==> config.mk <==
export PLATFORM = sky130hd
export DESIGN_NAME = frame_draw_engine
export DESIGN_NICKNAME = d
export VERILOG_FILES = /design/src/rtl/frame_draw_engine.sv
export SDC_FILE = /design/constraint.sdc
export NUM_CORES = 1
export LEC_CHECK = 0
export CORE_MARGIN = 4
export CORE_UTILIZATION = 40
export DETAILED_ROUTE_END_ITERATION = 8
export SETUP_SLACK_MARGIN = 0.4
export SYNTH_ARGS = -nofsm -noshare
export SYNTH_HDL_FRONTEND = slang
export SYNTH_SLANG_ARGS = --single-unit
==> constraint.sdc <==
create_clock -name CLOCK -period 10.1 [get_ports CLOCK]
set_input_delay 2.525 -clock CLOCK [delete_from_list [all_inputs] [get_ports CLOCK]]
set_output_delay 2.525 -clock CLOCK [all_outputs]
set_load 0.05 [all_outputs]
==> src/rtl/frame_draw_engine.sv <==
// frame_draw_engine: rasterises one frame (optional clear, paddle, ball, brick grid)
// into a pixel plot port with ready/valid back-pressure, clipping and disabled-brick skipping.
module frame_draw_engine #(
    parameter int unsigned SCREEN_W  = 160,
    parameter int unsigned SCREEN_H  = 120,
    parameter int unsigned COORD_W   = 8,
    parameter int unsigned COLOR_W   = 3,
    parameter int unsigned GRID_COLS = 10,
    parameter int unsigned GRID_ROWS = 2,
    parameter int unsigned GRID_X0   = 35,
    parameter int unsigned GRID_Y0   = 20,
    parameter int unsigned BRICK_W   = 6,
    parameter int unsigned BRICK_H   = 6,
    parameter int unsigned PITCH_X   = 10,
    parameter int unsigned PITCH_Y   = 10,
    parameter int unsigned PADDLE_W  = 16,
    parameter int unsigned PADDLE_H  = 2,
    parameter int unsigned BALL_SZ   = 2,
    parameter int unsigned BG_COLOR  = 0,
    parameter int unsigned FG_COLOR  = 7
) (
    input  logic                           CLOCK,
    input  logic                           RESET,
    input  logic                           START,
    input  logic                           clear_en,
    input  logic [COORD_W-1:0]             paddle_x,
    input  logic [COORD_W-1:0]             paddle_y,
    input  logic [COORD_W-1:0]             ball_x,
    input  logic [COORD_W-1:0]             ball_y,
    input  logic [GRID_COLS*GRID_ROWS-1:0] Brick_enable,
    input  logic [GRID_ROWS*COLOR_W-1:0]   brick_color,
    input  logic                           plot_ready,
    output logic [COORD_W-1:0]             x_draw,
    output logic [COORD_W-1:0]             y_draw,
    output logic [COLOR_W-1:0]             color,
    output logic                           enable_plot,
    output logic                           busy,
    output logic                           complete
);

    localparam int unsigned NB  = GRID_COLS * GRID_ROWS;
    localparam int unsigned OW  = COORD_W + 1;
    localparam int unsigned IW  = (NB > 1) ? $clog2(NB) : 1;
    localparam int unsigned CLW = (GRID_COLS > 1) ? $clog2(GRID_COLS) : 1;
    localparam int unsigned RW  = (GRID_ROWS > 1) ? $clog2(GRID_ROWS) : 1;

    typedef enum logic [2:0] {
        S_IDLE, S_CLEAR, S_PADDLE, S_BALL, S_BRICK, S_DONE
    } state_t;

    state_t                         state_q, state_d;
    logic [OW-1:0]                  dx_q, dx_d, dy_q, dy_d;
    logic [IW-1:0]                  idx_q, idx_d;
    logic [CLW-1:0]                 col_q, col_d;
    logic [RW-1:0]                  row_q, row_d;
    logic                           clr_q;
    logic [COORD_W-1:0]             pad_x_q, pad_y_q, ball_x_q, ball_y_q;
    logic [NB-1:0]                  en_q;
    logic [GRID_ROWS*COLOR_W-1:0]   bcol_q;

    logic                           accept;
    logic [OW-1:0]                  org_x, org_y, obj_w, obj_h, sum_x, sum_y;
    logic [COLOR_W-1:0]             obj_col, row_col;
    logic                           drawing, skip, vis, step, last_x, last_px;

    assign accept = (state_q == S_IDLE) && START;

    // State, raster counters and the per-frame input snapshot
    always_ff @(posedge CLOCK or posedge RESET) begin
        if (RESET) begin
            state_q  <= S_IDLE;
            dx_q     <= '0;
            dy_q     <= '0;
            idx_q    <= '0;
            col_q    <= '0;
            row_q    <= '0;
            clr_q    <= 1'b0;
            pad_x_q  <= '0;
            pad_y_q  <= '0;
            ball_x_q <= '0;
            ball_y_q <= '0;
            en_q     <= '0;
            bcol_q   <= '0;
        end else begin
            state_q <= state_d;
            dx_q    <= dx_d;
            dy_q    <= dy_d;
            idx_q   <= idx_d;
            col_q   <= col_d;
            row_q   <= row_d;
            if (accept) begin
                clr_q    <= clear_en;
                pad_x_q  <= paddle_x;
                pad_y_q  <= paddle_y;
                ball_x_q <= ball_x;
                ball_y_q <= ball_y;
                en_q     <= Brick_enable;
                bcol_q   <= brick_color;
            end
        end
    end

    // Current object geometry/colour and the pixel presented this cycle
    always_comb begin
        org_x   = '0;
        org_y   = '0;
        obj_w   = OW'(1);
        obj_h   = OW'(1);
        obj_col = '0;
        drawing = 1'b0;
        skip    = 1'b0;
        row_col = '0;
        for (int unsigned r = 0; r < GRID_ROWS; r++) begin
            if (row_q == RW'(r)) row_col = bcol_q[r*COLOR_W +: COLOR_W];
        end
        case (state_q)
            S_CLEAR: begin
                obj_w   = OW'(SCREEN_W);
                obj_h   = OW'(SCREEN_H);
                obj_col = COLOR_W'(BG_COLOR);
                drawing = 1'b1;
            end
            S_PADDLE: begin
                org_x   = OW'(pad_x_q);
                org_y   = OW'(pad_y_q);
                obj_w   = OW'(PADDLE_W);
                obj_h   = OW'(PADDLE_H);
                obj_col = COLOR_W'(FG_COLOR);
                drawing = 1'b1;
            end
            S_BALL: begin
                org_x   = OW'(ball_x_q);
                org_y   = OW'(ball_y_q);
                obj_w   = OW'(BALL_SZ);
                obj_h   = OW'(BALL_SZ);
                obj_col = COLOR_W'(FG_COLOR);
                drawing = 1'b1;
            end
            S_BRICK: begin
                org_x   = OW'(GRID_X0 + 32'(col_q) * PITCH_X);
                org_y   = OW'(GRID_Y0 + 32'(row_q) * PITCH_Y);
                obj_w   = OW'(BRICK_W);
                obj_h   = OW'(BRICK_H);
                obj_col = row_col;
                drawing = en_q[idx_q];
                skip    = !en_q[idx_q];
            end
            default: ;
        endcase
        // Sums carry one extra bit so far-right/bottom origins clip instead of wrapping
        sum_x       = org_x + dx_q;
        sum_y       = org_y + dy_q;
        vis         = (sum_x < OW'(SCREEN_W)) && (sum_y < OW'(SCREEN_H));
        enable_plot = drawing && vis;
        x_draw      = sum_x[COORD_W-1:0];
        y_draw      = sum_y[COORD_W-1:0];
        color       = obj_col;
        busy        = (state_q != S_IDLE) && (state_q != S_DONE);
        complete    = (state_q == S_DONE);
        step        = drawing && (!vis || plot_ready);
        last_x      = (dx_q == obj_w - OW'(1));
        last_px     = last_x && (dy_q == obj_h - OW'(1));
    end

    // Next-state: raster advance, object sequencing and brick walk
    always_comb begin
        state_d = state_q;
        dx_d    = dx_q;
        dy_d    = dy_q;
        idx_d   = idx_q;
        col_d   = col_q;
        row_d   = row_q;
        case (state_q)
            S_IDLE: if (START) state_d = clear_en ? S_CLEAR : S_PADDLE;
            S_DONE: state_d = S_IDLE;
            default: begin
                if (skip || (step && last_px)) begin
                    dx_d = '0;
                    dy_d = '0;
                    case (state_q)
                        S_CLEAR:  state_d = S_PADDLE;
                        S_PADDLE: state_d = S_BALL;
                        S_BALL:   state_d = S_BRICK;
                        default: begin
                            if (idx_q == IW'(NB - 1)) begin
                                state_d = S_DONE;
                                idx_d   = '0;
                                col_d   = '0;
                                row_d   = '0;
                            end else begin
                                idx_d = idx_q + IW'(1);
                                if (col_q == CLW'(GRID_COLS - 1)) begin
                                    col_d = '0;
                                    row_d = row_q + RW'(1);
                                end else begin
                                    col_d = col_q + CLW'(1);
                                end
                            end
                        end
                    endcase
                end else if (step) begin
                    if (last_x) begin
                        dx_d = '0;
                        dy_d = dy_q + OW'(1);
                    end else begin
                        dx_d = dx_q + OW'(1);
                    end
                end
            end
        endcase
        state_d = state_t'(state_d);
    end

endmodule

==> metrics.md <==
| Metric | Value |
|---|---|
| CP top delay family | `simple AND/OR/NAND/NOR gates` |
| Final wirelength | `14800 microns` |
| Levels on crit path | `14` |
| Number of global-route vias before repair | `4777` |
| Worst hold slack | `0.503 ns` |
| Peak VDD IR | `0.208 mV` |
| RSZ-0062 raised after global routing | `no` |
| Critical Path, Cell by Cell | `inv_1 -> nand2_1 -> nor2_1 -> ha_1 -> inv_1 -> fa_1 -> nand2b_2 -> a2111oi_4 -> mux2i_1 -> a2111o_1 -> a311oi_2 -> nand2_1 -> nor3_1 -> clkdlybuf4s50_1` |
| M1 GR Usage | `24.5%` |
| Area Overhead vs Synth | `21.4%` |
| Worst path max stage delay | `0.86 ns` |
| TritonCTS clock tree | `done` |
| Library cells used by synthesis | `64` |
| Fin. max-slew vios | `0` |
| Post-Synthesis Net Count | `678` |
| Syn Inst Count | `584` |
| Kind of critical path | `flip-flop to output port` |
| # Post-CTS Setup Buffers | `0` |
| Drt drc | `0` |
| Clock Skew | `0.00642 ns` |
| Worst Reg2Reg Path Length in Cells | `15` |
| P per Cell Area | `346 nW/um^2` |
| Sum Neg Setup Slack | `0 ns` |
| Worst-Margin Slew | `0.932 ns` |
| Ys flop type | `dfrtp_1` |
| Fin crit period | `7.74 ns` |
| Clk_lat worst skew | `0.35 ns` |
| Final hold viol count | `0` |
| Row count | `43` |
| Hold Path Class | `flip-flop to flip-flop` |
| R2r setup slk | `4.81 ns` |
| Total clock sinks | `89` |
| Yosys warns | `0` |
| Vias | `4668` |
| CP Max Fanout | `23` |
| Die H | `129 microns` |
| Initial antenna violation count | `0` |
| ANT cells | `0` |
| Post-CTS Resized | `0` |
| Core area | `about 14000 sq um` |
| First-pass GRT wire length | `24100 microns` |
| Die W | `129 microns` |
| Async SR Flop Fraction | `100%` |
| Max Root-Sink Buffers | `2` |
| Die Area | `16600 sq um` |
| Status | `finished clean` |
| Hpwl dp | `11000 microns` |
| Routing usage on met3 | `5.52%` |
| Met2 global-route usage | `29.2%` |
| CP bufs+invs | `3` |
| Slew HR | `37.5%` |
| Max cap viols | `0` |
| DR pass1 iterations | `4` |
| Commonest non-fill, non-tap cell in the layout | `dfrtp_1` |
| Post-CTS Hold Fix Bufs | `0` |
| Total power | `2.46 mW` |
| Final ANT Viol Nets | `0` |
| Nets@finish | `749` |
| Clock transition at the registers of the reported paths | `around 0.070 ns` |
| RD Place Congestion | `0.906` |
| CP required | `7.58 ns` |
| Vias per cell | `5.56` |
| Period utilization | `between 70% and 80%` |
| Register area share after synthesis | `38.1%` |
| CP Capture Type | `output port` |
| Placed instance area | `about 6800 sq um` |
| Layout cells sized above 1 | `between 10% and 20%` |
| Most frequent cells in the layout | `dfrtp_1 (89), clkdlybuf4s50_1 (84), mux2_2 (63), o21ai_0 (41), nor2_1 (38)` |
| Io pins | `85` |
| Number of port buffers | `84` |
| Fmax | `0.129 GHz` |
| Final setup viols | `0` |
| Busiest metal layer after global routing | `met2` |
| #FFs+latches synth | `89` |
| Starting density of the core | `41.5%` |
| Largest net degree at the start of global routing | `69` |
| DR iter-0 viols | `274` |
| Total CTS buffers | `9` |
| Worst EP arrival | `about 5.2 ns` |
| Wirelength per Cell | `17.6 microns` |
| Number of H-tree levels | `3` |
| Clock root buffer | `clkbuf_16` |
| Gr usage total | `18.3%` |
| Synth Cell Area | `approximately 6000 sq um` |
| Post-synth EDFFs | `0` |
| Total grt overflow | `0` |
| Hold depth | `1` |
| Mapped Avg Cell Area | `approximately 10 sq um` |
| Worst setup SP type | `flip-flop` |
| Fin area | `7110 sq um` |
| Pleak | `roughly 3.0 nW` |
| Fillers | `1314` |
| Final design utilization | `50.4%` |
| Crit-path slowest cell | `clkdlybuf4s50_1` |
power by group:
group	leakage, nW	switching (mW)	total (mW)	internal [mW]
Combinational	1.72	0.932	1.54	0.607
Clock	0.138	0.151	0.321	0.169
Sequential	1.11	0.109	0.603	0.494
Total	2.97	1.19	2.46	1.27
cells by family after synthesis:
| group | synth area share [%] |
|---|---|
| and+or+nand+nor | 15.2 |
| AOI/OAI and AO/OA | 14.2 |
| muxes | 17.6 |
| DFF | 38.1 |
| buffers and inverters | 3.85 |
| adders and majority gates | 7.01 |
| xor gates and xnor gates | 4.04 |
| other | 0.0641 |
metal layers:
| metal | vias to the layer above | part of all wire [%] |
|---|---|---|
| met1 | 2250 | 46 |
| met2 | 123 | 47 |
| met5 | - | 0 |
| met3 | 15 | 6.0 |
| li1 | 2280 | - |
| met4 | 0 | 1.2 |
synth_stat cells (all sizes together) (7+ instances only):
cell type | n | share of area (%)
dfrtp | 89 | 38
mux2 | 64 | 12
o21ai | 42 | 3.6
nor2 | 38 | 2.4
nand2 | 34 | 2.3
ha | 28 | 6.0
inv | 28 | 1.8
a21oi | 24 | 2.1
mux2i | 22 | 3.8
xnor2 | 18 | 2.7
clkbuf | 15 | 0.96
nand2b | 14 | 1.5
buf | 13 | 1.1
and3 | 12 | 1.3
nand3 | 12 | 1.0
o31ai | 12 | 1.5
nand4 | 10 | 1.1
xor2 | 9 | 1.3
nor2b | 8 | 0.86
nor3 | 8 | 0.68
or4 | 8 | 1.0
nor3b | 7 | 0.98
final timing paths:
check                          start          end
hold reg to reg              en_q[6]      en_q[6]
max in group asynchronous      RESET      dy_q[8]
setup / recovery           flip-flop  enable_plot
hold / removal               en_q[6]      en_q[6]
setup reg to reg           flip-flop      dx_q[3]
min in group asynchronous      RESET    bcol_q[0]
worst reg2reg max path, cell delays in order, from the launching register on:
cell and delay, ns:
dfrtp_1 0.52, inv_1 0.26, nand2_1 0.50, nor2_1 0.25
ha_1 0.19, inv_1 0.06, fa_1 0.39, nand2b_2 0.27
a2111oi_4 0.37, mux2i_1 0.14, a2111o_1 0.42, a311oi_2 0.30
nand4bb_2 0.24, o21ai_1 0.78, nand2b_1 0.36, o21ai_0 0.13
through the flow:
stage	setup slack, ns	std cells
3_3_place_gp	2.98	824
3_5_place_dp	2.79	824
4_1_cts	2.39	839
2_1_floorplan	2.76	584
6_report	2.36	839
5_1_grt	1.97	839
final cells by class:
cell class | instances | area (sq um) | share of cell area (%)
clock buffer | 9 | 225 | 3.17
timing repair buffer | 88 | 871 | 12.3
inverter | 28 | 106 | 1.50
sequential | 89 | 2230 | 31.3
clock inverter | 6 | 51.3 | 0.722
multi-input combinational | 439 | 3400 | 47.9
tap | 180 | 225 | 3.17
sequential cells by signal, summed over array words and instances (netlist names), named ones only:
register	cells
ball_x_q	8
pad_y_q	8
dy_q	9
bcol_q	6
ball_y_q	8
dx_q	9
idx_q	5
pad_x_q	8
row_q	1
en_q	20
state_q	2
col_q	4
Power figures use the tool's default switching activity.
